File: src/rtl/reg_desloc_universal_if.sv
// Bus for the universal shift register: parallel/serial data, mode select and
// automatic-serializer handshake flags.
interface reg_desloc_universal_if #(
  parameter int NBITS_DATA = 4
);
  logic [NBITS_DATA-1:0] Din;
  logic [2:0]            SEL;
  logic                  Din_serie;
  logic                  start;
  logic [NBITS_DATA-1:0] Dout;
  logic                  Dout_serie;
  logic                  Dout_msb;
  logic                  busy;
  logic                  done;

  modport master (
    output Din, SEL, Din_serie, start,
    input  Dout, Dout_serie, Dout_msb, busy, done
  );

  modport slave (
    input  Din, SEL, Din_serie, start,
    output Dout, Dout_serie, Dout_msb, busy, done
  );
endinterface

File: src/rtl/reg_desloc_universal.sv
// Universal shift register (hold/load/shift/rotate) with an automatic
// LSB-first serializer started by a start pulse.
module reg_desloc_universal #(
  parameter int                    NBITS_DATA = 4,
  parameter logic [NBITS_DATA-1:0] RST_VALUE  = '0
) (
  input logic                   clk,
  input logic                   reset,
  reg_desloc_universal_if.slave bus
);

  localparam int CNT_W = $clog2(NBITS_DATA + 1);
  localparam logic [CNT_W-1:0] CNT_LAST = CNT_W'(NBITS_DATA - 1);

  typedef enum logic {IDLE, SHIFT} state_t;

  state_t                state_q, state_d;
  logic [NBITS_DATA-1:0] dout_q, dout_d;
  logic [CNT_W-1:0]      cnt_q, cnt_d;
  logic                  busy_q, busy_d;
  logic                  done_q, done_d;

  always_comb begin
    state_d = state_q;
    dout_d  = dout_q;
    cnt_d   = cnt_q;
    busy_d  = busy_q;
    done_d  = 1'b0;
    case (state_q)
      IDLE: begin
        if (bus.start) begin
          dout_d  = bus.Din;
          cnt_d   = '0;
          busy_d  = 1'b1;
          state_d = SHIFT;
        end else begin
          case (bus.SEL)
            3'b001:  dout_d = bus.Din;
            3'b010:  dout_d = {bus.Din_serie, dout_q[NBITS_DATA-1:1]};
            3'b011:  dout_d = {dout_q[NBITS_DATA-2:0], bus.Din_serie};
            3'b100:  dout_d = {dout_q[0], dout_q[NBITS_DATA-1:1]};
            3'b101:  dout_d = {dout_q[NBITS_DATA-2:0], dout_q[NBITS_DATA-1]};
            default: dout_d = dout_q;
          endcase
        end
      end
      SHIFT: begin
        // SEL and start are deliberately ignored until the frame completes.
        dout_d = {bus.Din_serie, dout_q[NBITS_DATA-1:1]};
        if (cnt_q == CNT_LAST) begin
          cnt_d   = '0;
          busy_d  = 1'b0;
          done_d  = 1'b1;
          state_d = IDLE;
        end else begin
          cnt_d = cnt_q + CNT_W'(1);
        end
      end
      default: state_d = IDLE;
    endcase
  end

  always_ff @(posedge clk) begin
    if (!reset) begin
      state_q <= IDLE;
      dout_q  <= RST_VALUE;
      cnt_q   <= '0;
      busy_q  <= 1'b0;
      done_q  <= 1'b0;
    end else begin
      state_q <= state_d;
      dout_q  <= dout_d;
      cnt_q   <= cnt_d;
      busy_q  <= busy_d;
      done_q  <= done_d;
    end
  end

  assign bus.Dout       = dout_q;
  assign bus.Dout_serie = dout_q[0];
  assign bus.Dout_msb   = dout_q[NBITS_DATA-1];
  assign bus.busy       = busy_q;
  assign bus.done       = done_q;

endmodule

File: src/flat_wrapper.sv
// flat-port wrapper written by rule: the top's interface ports become plain ports
module reg_desloc_universal_flat 
#(
  parameter int                    NBITS_DATA = 4,
  parameter logic [NBITS_DATA-1:0] RST_VALUE  = '0
)
  (clk, reset, bus_Din, bus_SEL, bus_Din_serie, bus_start, bus_Dout, bus_Dout_serie, bus_Dout_msb, bus_busy, bus_done);
  reg_desloc_universal_if #(.NBITS_DATA(NBITS_DATA)) bus_i ();
  input logic clk;
  input logic reset;
  input wire logic [$bits(bus_i.Din)-1:0] bus_Din;
  input wire logic [$bits(bus_i.SEL)-1:0] bus_SEL;
  input wire logic [$bits(bus_i.Din_serie)-1:0] bus_Din_serie;
  input wire logic [$bits(bus_i.start)-1:0] bus_start;
  output wire logic [$bits(bus_i.Dout)-1:0] bus_Dout;
  output wire logic [$bits(bus_i.Dout_serie)-1:0] bus_Dout_serie;
  output wire logic [$bits(bus_i.Dout_msb)-1:0] bus_Dout_msb;
  output wire logic [$bits(bus_i.busy)-1:0] bus_busy;
  output wire logic [$bits(bus_i.done)-1:0] bus_done;
  assign bus_i.Din = bus_Din;
  assign bus_i.SEL = bus_SEL;
  assign bus_i.Din_serie = bus_Din_serie;
  assign bus_i.start = bus_start;
  assign bus_Dout = bus_i.Dout;
  assign bus_Dout_serie = bus_i.Dout_serie;
  assign bus_Dout_msb = bus_i.Dout_msb;
  assign bus_busy = bus_i.busy;
  assign bus_done = bus_i.done;
  reg_desloc_universal #(.NBITS_DATA(NBITS_DATA), .RST_VALUE(RST_VALUE)) u_core (.clk(clk), .reset(reset), .bus(bus_i));
endmodule
File: config.mk
export PLATFORM = sky130hd
export DESIGN_NAME = reg_desloc_universal_flat
export DESIGN_NICKNAME = d
export VERILOG_FILES = /design/src/rtl/reg_desloc_universal_if.sv /design/src/rtl/reg_desloc_universal.sv /design/src/flat_wrapper.sv
export SDC_FILE = /design/constraint.sdc
export NUM_CORES = 1
export LEC_CHECK = 0
export BUFFER_PORTS_ARGS = -buffer_cell sky130_fd_sc_hd__buf_2
export CAP_MARGIN = 10
export CORE_UTILIZATION = 42
export DETAILED_ROUTE_END_ITERATION = 12
export PLACE_DENSITY = 0.67
export REMOVE_ABC_BUFFERS = 1
export SLEW_MARGIN = 40
export SYNTH_ARGS = -nofsm -noshare
export SYNTH_HDL_FRONTEND = slang
export SYNTH_SLANG_ARGS = --single-unit
File: constraint.sdc
create_clock -name clk -period 2.5 [get_ports clk]
set_input_delay 0.375 -clock clk [delete_from_list [all_inputs] [get_ports clk]]
set_output_delay 0.375 -clock clk [all_outputs]
set_load 0.05 [all_outputs]
==> impl_metrics.csv, run 1 <==
group,metric,value,unit
die,core,1190,um^2
yosys,syn_avg_cell_area,8.46,um^2
pwr,p_leak,0.291,nW
finish,fin_nets,98,
cts,cts_setup_buffers,0,
placement,dp_slack,0.959,ns
cts,clock_sinks,10,
sta,rsz0062_at_grt,"no",
die,start_util,48.5,%
yosys,syn_area,576,um^2
setup_path,end_kind,"flop",
die,core.rowCount,12,
die,die_y,39.0,um
sta,fin_skew,0.00831,ns
yosys,synthArstFlopShare,0,%
finish,final_cell_mix,"18 x buf_2, 10 x dfxtp_1, 7 x nor2b_1, 4 x nand3_1",
placement,gp_congestion,0.868,
die,dieWidth,39.0,um
yosys,yosysSeqAreaShare,34.8,%
setup_path,critPathMaxFanout,14,
min_path,hp-class,"in -> reg",
yosys,synth_cell_types,30,
die,die_area,1520,um^2
cts,numCtsBuffers,3,
yosys,ys_seq_elements,10,
yosys,ys_warn_count,0,
outcome,status,"finished clean",
routing,ant_nets,0,
routing,vias_per_cell,5.73,
routing,first_iter_violations,23,
grt,grt_max_degree,15,
setup_path,required,2.61,ns
yosys,synth_edf_count,0,
finish,syn2layout_area_growth,20.4,%
routing,met2WireLength,549,um
sta,worstMarginPinSlew,0.550,ns
sta,finalCritPeriodShare,61.7,%
cts,cts_resized,0,
pwr,power_density,628,nW/um^2
routing,post-route-drc-count,0,
routing,wl_met3,77,um
routing,drt_wl_total,1.29,mm
job,cap_violations,0,
placement,io_buffers,18,
grt,overflow,0,
setup_path,cp.arrival,1.66,ns
routing,top_layer,"met4",
cts,cts_buffer_depth,2,
sta,setup_tns,0,ns
sta,finalCriticalPeriod,1.54,ns
finish,drive_gt1_share,28.2,%
routing,vias,567,
grt,grt_util_all_layers,20.5,%
cts,path_clk_slew,0.06,ns
cts,clock_latency,0.26,ns
grt,grt_pass1_wl,2.06,mm
cts,cts-root-buf,"clkbuf_4",
finish,antenna_cells,0,
sta,slew_violations,0,
routing,wl_per_cell,13.0,um
cts,tritoncts,"done",
sta,max_freq,0.649,GHz
cts,h-tree-depth,1,
die,ios,19,
routing,drtPass1Iterations,4,
sta,setup_violations,0,
sta,setup_ws,0.959,ns
sta,relSlewSlack,62.9,%
yosys,synth-main-ff-cell,"dfxtp_1",
grt,grt_pass1_vias,476,
sta,hold_viol_final,0,
cts,holdBufCountCts,0,
finish,final_common_cell,"buf_2",
setup_path,critPathKind,"reg -> reg",
routing,wl_met1,654,um
yosys,synthCells,68,
pwr,ir_worst_vdd,0.281,mV
setup_path,start_kind,"flop",
grt,antenna_found_initial,0,
-- report_power, final --
part | switching, mW | internal (mW) | leakage [nW]
clock network | 0.0547 | 0.0883 | 0.0210
registers | 0.0139 | 0.170 | 0.0824
logic | 0.0720 | 0.0364 | 0.188
-- Yosys cell counts, types with 3 or more instances --
| cell | number | area (um^2) |
|---|---|---|
| dfxtp_1 | 10 | 200 |
| nor2b_1 | 7 | 43.8 |
| nand3_1 | 4 | 20.0 |
| a21oi_1 | 3 | 15.0 |
| a31oi_1 | 3 | 18.8 |
| clkbuf_1 | 3 | 11.3 |
| nand2_1 | 3 | 11.3 |
| o21ai_0 | 3 | 15.0 |
| o21ai_1 | 3 | 15.0 |
-- metrics by stage --
step	utilization [%]	hold WS, ns	cells	total power, mW	area (um^2)
after detailed placement	55.4	0.455	95	0.296	657
after floorplan	-	0.434	63	0.261	549
final	58.4	0.401	99	0.435	693
after global placement	55.4	0.450	95	0.295	657
after global routing	58.4	0.408	99	0.458	693
after CTS	58.4	0.399	99	0.439	693
-- final timing paths --
path	from	to	slack [ns]	depth (start not counted)
max	u_core.state_q$_SDFF_PN0_	u_core.bus.Dout[0]$_SDFFE_PN0P_	0.96	4
min	bus_Din[0]	u_core.bus.Dout[0]$_SDFFE_PN0P_	0.40	3
max reg2reg	u_core.state_q$_SDFF_PN0_	u_core.bus.Dout[0]$_SDFFE_PN0P_	0.96	4
min reg2reg	u_core.cnt_q[2]$_SDFFE_PN0P_	u_core.cnt_q[2]$_SDFFE_PN0P_	0.48	2
-- critical path, cell delays in order, from the launching register on --
cell and delay, ns:
dfxtp_1 0.44, nor2_1 0.36, o21ai_0 0.31, o21ai_0 0.23, a31oi_1 0.05
-- final cells by class --
| cell class | instances | area, um^2 |
|---|---|---|
| fill | 111 | 493 |
| multi-input combinational | 53 | 349 |
| sequential | 10 | 200 |
| timing repair buffer | 18 | 90.1 |
| clock buffer | 4 | 36.3 |
| tap | 14 | 17.5 |
-- routing by layer --
layer / global-route usage (%) / vias to the layer above
met4: 10.3 / 0
met1: 27.3 / 263
met2: 28.7 / 17
met5: 0 / -
met3: 6.94 / 2
li1: - / 285
-- registers in the layout (all words and copies together), names as in the netlist --
name,flops
u_core.cnt_q,3
u_core.bus.busy,1
u_core.state_q,1
u_core.bus.done,1
u_core.bus.Dout,4
-- cell families after synthesis --
logic type | after synthesis | synth area share (%)
flip-flops | 10 | 34.8
buffers and inverters | 5 | 4.56
AND/OR/NAND/NOR | 29 | 31.5
XOR/XNOR | 1 | 1.52
AO/OA/AOI/OAI | 22 | 25.4
adder cells (fa/ha/maj) | 1 | 2.17
Note: power is estimated with default switching activity, not from simulation.
==> run 2: changes to the inputs <==
--- a/config.mk
+++ b/config.mk
@@ -9,7 +9,7 @@
 export CAP_MARGIN = 10
 export CORE_UTILIZATION = 42
 export DETAILED_ROUTE_END_ITERATION = 12
-export PLACE_DENSITY = 0.67
+export PLACE_DENSITY = 0.7
 export REMOVE_ABC_BUFFERS = 1
 export SLEW_MARGIN = 40
 export SYNTH_ARGS = -nofsm -noshare
==> constraint.sdc (replaced) <==
create_clock -name clk -period 1.3 [get_ports clk]
set_input_delay 0.195 -clock clk [delete_from_list [all_inputs] [get_ports clk]]
set_output_delay 0.195 -clock clk [all_outputs]
set_load 0.05 [all_outputs]
==> run 2 against run 1 <==
  * Register-to-register slack lost 0.89 ns
  * Largest cell class unchanged
  * Utilization grew 3.0 points
  * Setup slack lost 0.89 ns
  * Sequential share of layout area shrank 1.4 points
  * Highest routed layer is now met3
  * Clock skew shrank 0.0038 ns
  * Maximum frequency grew 26%
  * Die area is the same
  * Combinational power grew 120%
  * Via count grew 2.3%
  * Routed wire length shrank 3.6%
  * Worst hold slack lost 0.16 ns
==> impl_metrics.csv, run 2 (synthesis gave the netlist of run 1 again) <==
group,metric,value,unit
routing,vias_per_cell,5.58,
pwr,power_density,1080,nW/um^2
die,die_y,39.0,um
finish,largest_register_ffs,4,
cts,clock_sinks,10,
setup_path,reg2reg_depth,3,
outcome,status,"finished clean",
sta,max_freq,0.815,GHz
cts,cts_buffer_depth,2,
die,core,1190,um^2
sta,hold_viol_final,0,
setup_path,cp.arrival,1.38,ns
setup_path,reg2reg_setup_slack,0.07,ns
sta,finalCritPeriodShare,94.4,%
routing,drtPass1Iterations,4,
grt,overflow,0,
setup_path,crit_end,"u_core.bus.Dout[1]$_SDFFE_PN0P_",
setup_path,rr_startpoint,"u_core.bus.Dout[0]$_SDFFE_PN0P_",
min_path,hp-class,"in -> reg",
job,cap_violations,0,
setup_path,start_kind,"flop",
cts,clock_latency,0.26,ns
die,start_util,48.5,%
finish,final_cell_mix,"18 x buf_2, 10 x dfxtp_1, 7 x nor2b_1, 6 x buf_4, 4 x nand3_1",
grt,grt_pass1_vias,478,
routing,first_iter_violations,18,
setup_path,r2r-end,"u_core.bus.Dout[1]$_SDFFE_PN0P_",
cts,h-tree-depth,1,
placement,gp_congestion,0.782,
finish,syn2layout_area_growth,26.5,%
routing,wl_per_cell,12.0,um
placement,hpwl,960,um
setup_path,cp-startpoint,"u_core.bus.Dout[0]$_SDFFE_PN0P_",
finish,n_fill_cell,111,
sta,relSlewSlack,78.7,%
setup_path,end_kind,"flop",
sta,slew_violations,0,
sta,rsz0062_at_grt,"no",
grt,antenna_found_initial,0,
routing,drt_wl_total,1.24,mm
die,ios,19,
placement,dpl_cell_area,702,um^2
routing,ant_nets,0,
sta,setup_violations,0,
finish,antenna_cells,0,
placement,io_buffers,18,
setup_path,critPathMaxFanout,5,
finish,design_area,728,um^2
finish,fin_nets,104,
die,die_area,1520,um^2
sta,setup_tns,0,ns
pwr,p_leak,0.313,nW
cts,path_clk_slew,0.06,ns
grt,grt_pass1_wl,2.03,mm
routing,post-route-drc-count,0,
finish,drive_gt1_share,33.3,%
die,core.rowCount,12,
setup_path,critPathKind,"reg -> reg",
routing,vias,580,
setup_path,required,1.45,ns
grt,grt_max_degree,14,
sta,worstMarginPinSlew,0.318,ns
cts,tritoncts,"done",
sta,fin_skew,0.00449,ns
pwr,ir_worst_vdd,0.555,mV
cts,numCtsBuffers,3,
finish,final_common_cell,"buf_2",
grt,grt_util_all_layers,20.1,%
die,dieWidth,39.0,um
cts,cts-root-buf,"clkbuf_4",
sta,finalCriticalPeriod,1.23,ns
## run 2: cell count changes in the layout (fill, tap and decap cells not counted), sizes merged
| cell | change |
|---|---|
| clkbuf | -1 |
| buf | +6 |
## run 2: routing by layer
layer	vias to the layer above	GRT usage [%]	wire length [um]
met5	-	0	0
met4	0	2.59	0
met3	0	8.67	93
met2	22	30.0	577
met1	260	27.1	573
li1	298	-	-
## run 2: what timing repair did
item                                    in CTS  in global routing
endpoints found under the setup margin       0                  1
gates resized for setup                      0                  1
hold buffers                                 0                  0
setup buffers                                0                  0
## run 2: area by class of cell
type / count / area [um^2] / area share, %
flip-flops and latches: 10 / 200 / 27.5
well taps: 14 / 17.5 / 2.41
clock buffers: 3 / 22.5 / 3.09
repair buffers: 24 / 135 / 18.6
multi-input cells: 53 / 353 / 48.5
## run 2: worst min path at each step
stage | from | endpoint | slack, ns | cells past startpoint
6_report | bus_Din[0] | u_core.bus.Dout[0]$_SDFFE_PN0P_ | 0.24 | 3
5_1_grt | bus_Din[3] | u_core.bus.Dout[3]$_SDFFE_PN0P_ | 0.27 | 3
4_1_cts | bus_Din[0] | u_core.bus.Dout[0]$_SDFFE_PN0P_ | 0.23 | 3
3_5_place_dp | u_core.cnt_q[2]$_SDFFE_PN0P_ | u_core.cnt_q[2]$_SDFFE_PN0P_ | 0.46 | 2
3_3_place_gp | u_core.cnt_q[2]$_SDFFE_PN0P_ | u_core.cnt_q[2]$_SDFFE_PN0P_ | 0.45 | 2
2_1_floorplan | reset | u_core.cnt_q[0]$_SDFFE_PN0P_ | 0.32 | 1
## run 2: critical path, stage by stage, from the launching register on
cell	delay, ns
dfxtp_1	0.35
or4b_1	0.55
a21oi_2	0.15
o21ai_1	0.07
## run 2: per-stage QoR
| step | setup slack [ns] | total power, mW | hold WS [ns] | util [%] | instances |
|---|---|---|---|---|---|
| 2_1_floorplan | -0.294 | 0.501 | 0.317 | - | 63 |
| 3_3_place_gp | -0.0266 | 0.583 | 0.452 | 59.2 | 101 |
| 3_5_place_dp | -0.0682 | 0.587 | 0.455 | 59.2 | 101 |
| 4_1_cts | 0.0811 | 0.789 | 0.234 | 61.1 | 104 |
| 5_1_grt | 0.0162 | 0.827 | 0.267 | 61.4 | 104 |
| 6_report | 0.0723 | 0.783 | 0.244 | 61.4 | 104 |
## run 2: report_power, final
part	internal [mW]	total, mW	switching [mW]
combinational	0.0870	0.235	0.148
sequential	0.327	0.347	0.0197
clock	0.106	0.201	0.0947
total	0.521	0.783	0.262
==> run 3: changes to the inputs <==
--- a/config.mk
+++ b/config.mk
@@ -9,7 +9,7 @@
 export CAP_MARGIN = 10
 export CORE_UTILIZATION = 42
 export DETAILED_ROUTE_END_ITERATION = 12
-export PLACE_DENSITY = 0.7
+export PLACE_DENSITY = 0.67
 export REMOVE_ABC_BUFFERS = 1
 export SLEW_MARGIN = 40
 export SYNTH_ARGS = -nofsm -noshare
==> constraint.sdc (replaced) <==
create_clock -name clk -period 1.48 [get_ports clk]
set_input_delay 0.222 -clock clk [delete_from_list [all_inputs] [get_ports clk]]
set_output_delay 0.222 -clock clk [all_outputs]
set_load 0.05 [all_outputs]
==> run 3 against run 2 <==
  * Cell count decreased by 2.9%
  * Sequential power decreased by 12%
  * Clock power increased by 22%
  * Utilization decreased by 1.7 points
  * Sequential share of layout area increased by 0.78 points
  * Global-route usage increased by 1.8 points
  * Clock skew about the same
  * Flip-flop and latch count unchanged
  * Combinational power decreased by 17%
  * Die area unchanged
  * Critical path type unchanged
  * Critical endpoint is now u_core.bus.Dout[2]$_SDFFE_PN0P_
  * Largest power group unchanged
==> impl_metrics.csv, run 3 (synthesis gave the netlist of run 1 again) <==
group,metric,value,unit
outcome,status,"finished clean",
placement,io_buffers,18,
cts,holdBufCountCts,0,
pwr,p_switching,242,uW
pwr,ir_worst_vdd,0.531,mV
die,die_y,39.0,um
routing,ant_nets,0,
routing,first_iter_violations,17,
pwr,p_int,503,uW
die,start_util,48.5,%
cts,h-tree-depth,1,
routing,vias,582,
routing,drtPass1Iterations,4,
setup_path,required,1.63,ns
die,die_area,1520,um^2
job,cap_violations,0,
grt,grt_util_all_layers,21.9,%
sta,whs,0.242,ns
grt,use_met3,8.67,%
sta,rsz0062_at_grt,"no",
cts,clock_latency,0.27,ns
sta,fin_skew,0.00415,ns
routing,post-route-drc-count,0,
finish,final_common_cell,"buf_2",
routing,vias_per_cell,5.76,
pwr,p_leak,0.301,nW
routing,wl_per_cell,12.9,um
sta,finalCritPeriodShare,82.0,%
pwr,p_seq_share,41.0,%
setup_path,critPathMaxFanout,4,
finish,syn2layout_area_growth,23.0,%
finish,largest_register_ffs,4,
min_path,hp-class,"in -> reg",
sta,setup_violations,0,
setup_path,start_kind,"flop",
finish,final_cell_mix,"18 x buf_2, 10 x dfxtp_1, 7 x nor2b_1, 4 x nand3_1",
finish,drive_gt1_share,29.9,%
grt,grt_max_degree,14,
finish,n_fill_cell,115,
grt,use_met1,29.2,%
die,ios,19,
grt,grt_pass1_vias,486,
grt,busiest_layer,"met2",
pwr,power_density,1050,nW/um^2
placement,gp_congestion,0.855,
sta,finalCriticalPeriod,1.21,ns
die,core,1190,um^2
sta,setup_ws,0.266,ns
setup_path,cp.arrival,1.37,ns
finish,fin_nets,100,
pwr,power,745,uW
die,core.rowCount,12,
sta,slew_violations,0,
pwr,comb_power_share,26.1,%
placement,dp_slack,0.0857,ns
setup_path,end_kind,"flop",
cts,cts_buffer_depth,2,
routing,drt_wl_total,1.30,mm
die,dieWidth,39.0,um
cts,numCtsBuffers,3,
setup_path,critPathKind,"reg -> reg",
sta,relSlewSlack,65.8,%
placement,hpwl,970,um
sta,hold_viol_final,0,
cts,cts_resized,0,
grt,antenna_found_initial,0,
cts,cts-root-buf,"clkbuf_4",
grt,overflow,0,
finish,antenna_cells,0,
sta,max_freq,0.824,GHz
setup_path,reg2reg_setup_slack,0.27,ns
pwr,p_clk_share,32.9,%
cts,tritoncts,"done",
grt,grt_pass1_wl,2.17,mm
cts,cts_setup_buffers,0,
sta,worstMarginPinSlew,0.507,ns
cts,path_clk_slew,0.07,ns
cts,clock_sinks,10,
pwr,swShare,32.5,%
grt,use_met2,30.0,%
run 3: worst paths after layout:
kind	depth (start not counted)	start	endpoint
hold / removal	3	bus_Din[0]	u_core.bus.Dout[0]$_SDFFE_PN0P_
setup / recovery	3	u_core.bus.Dout[1]$_SDFFE_PN0P_	u_core.bus.Dout[2]$_SDFFE_PN0P_
setup reg to reg	3	u_core.bus.Dout[1]$_SDFFE_PN0P_	u_core.bus.Dout[2]$_SDFFE_PN0P_
hold reg to reg	2	u_core.cnt_q[2]$_SDFFE_PN0P_	u_core.cnt_q[2]$_SDFFE_PN0P_
run 3: power by group through the flow:
stage               logic, mW  registers [mW]  clock network [mW]
floorplan              0.0641           0.376                   0
global placement        0.193           0.311                   0
detailed placement      0.193           0.311                   0
CTS                     0.194           0.305               0.254
global route            0.209           0.308               0.265
finish                  0.194           0.305               0.245
run 3: cell type report:
cell class | instances | area (um^2) | share of cell area (%)
timing repair buffer | 20 | 105 | 14.8
clock buffer | 4 | 36.3 | 5.12
tap | 14 | 17.5 | 2.47
multi-input combinational | 53 | 349 | 49.3
sequential | 10 | 200 | 28.3
run 3: layer usage:
metal | up-vias | wire length, um
met5 | - | 0
met4 | 0 | 11
met3 | 2 | 93
met2 | 29 | 539
met1 | 262 | 658
li1 | 289 | -
run 3: metrics by stage:
stage / TNS (ns) / area, um^2 / utilization (%) / std cells
after floorplan: -0.195 / 549 / - / 63
after global placement: 0 / 672 / 56.6 / 97
after detailed placement: 0 / 672 / 56.6 / 97
after CTS: 0 / 708 / 59.7 / 101
after global routing: 0 / 708 / 59.7 / 101
final: 0 / 708 / 59.7 / 101
run 3: critical path, cell delays in order (launching register included):
cell and delay (ns):
dfxtp_1 0.34, or4b_1 0.51, a21oi_1 0.16, o21ai_1 0.09
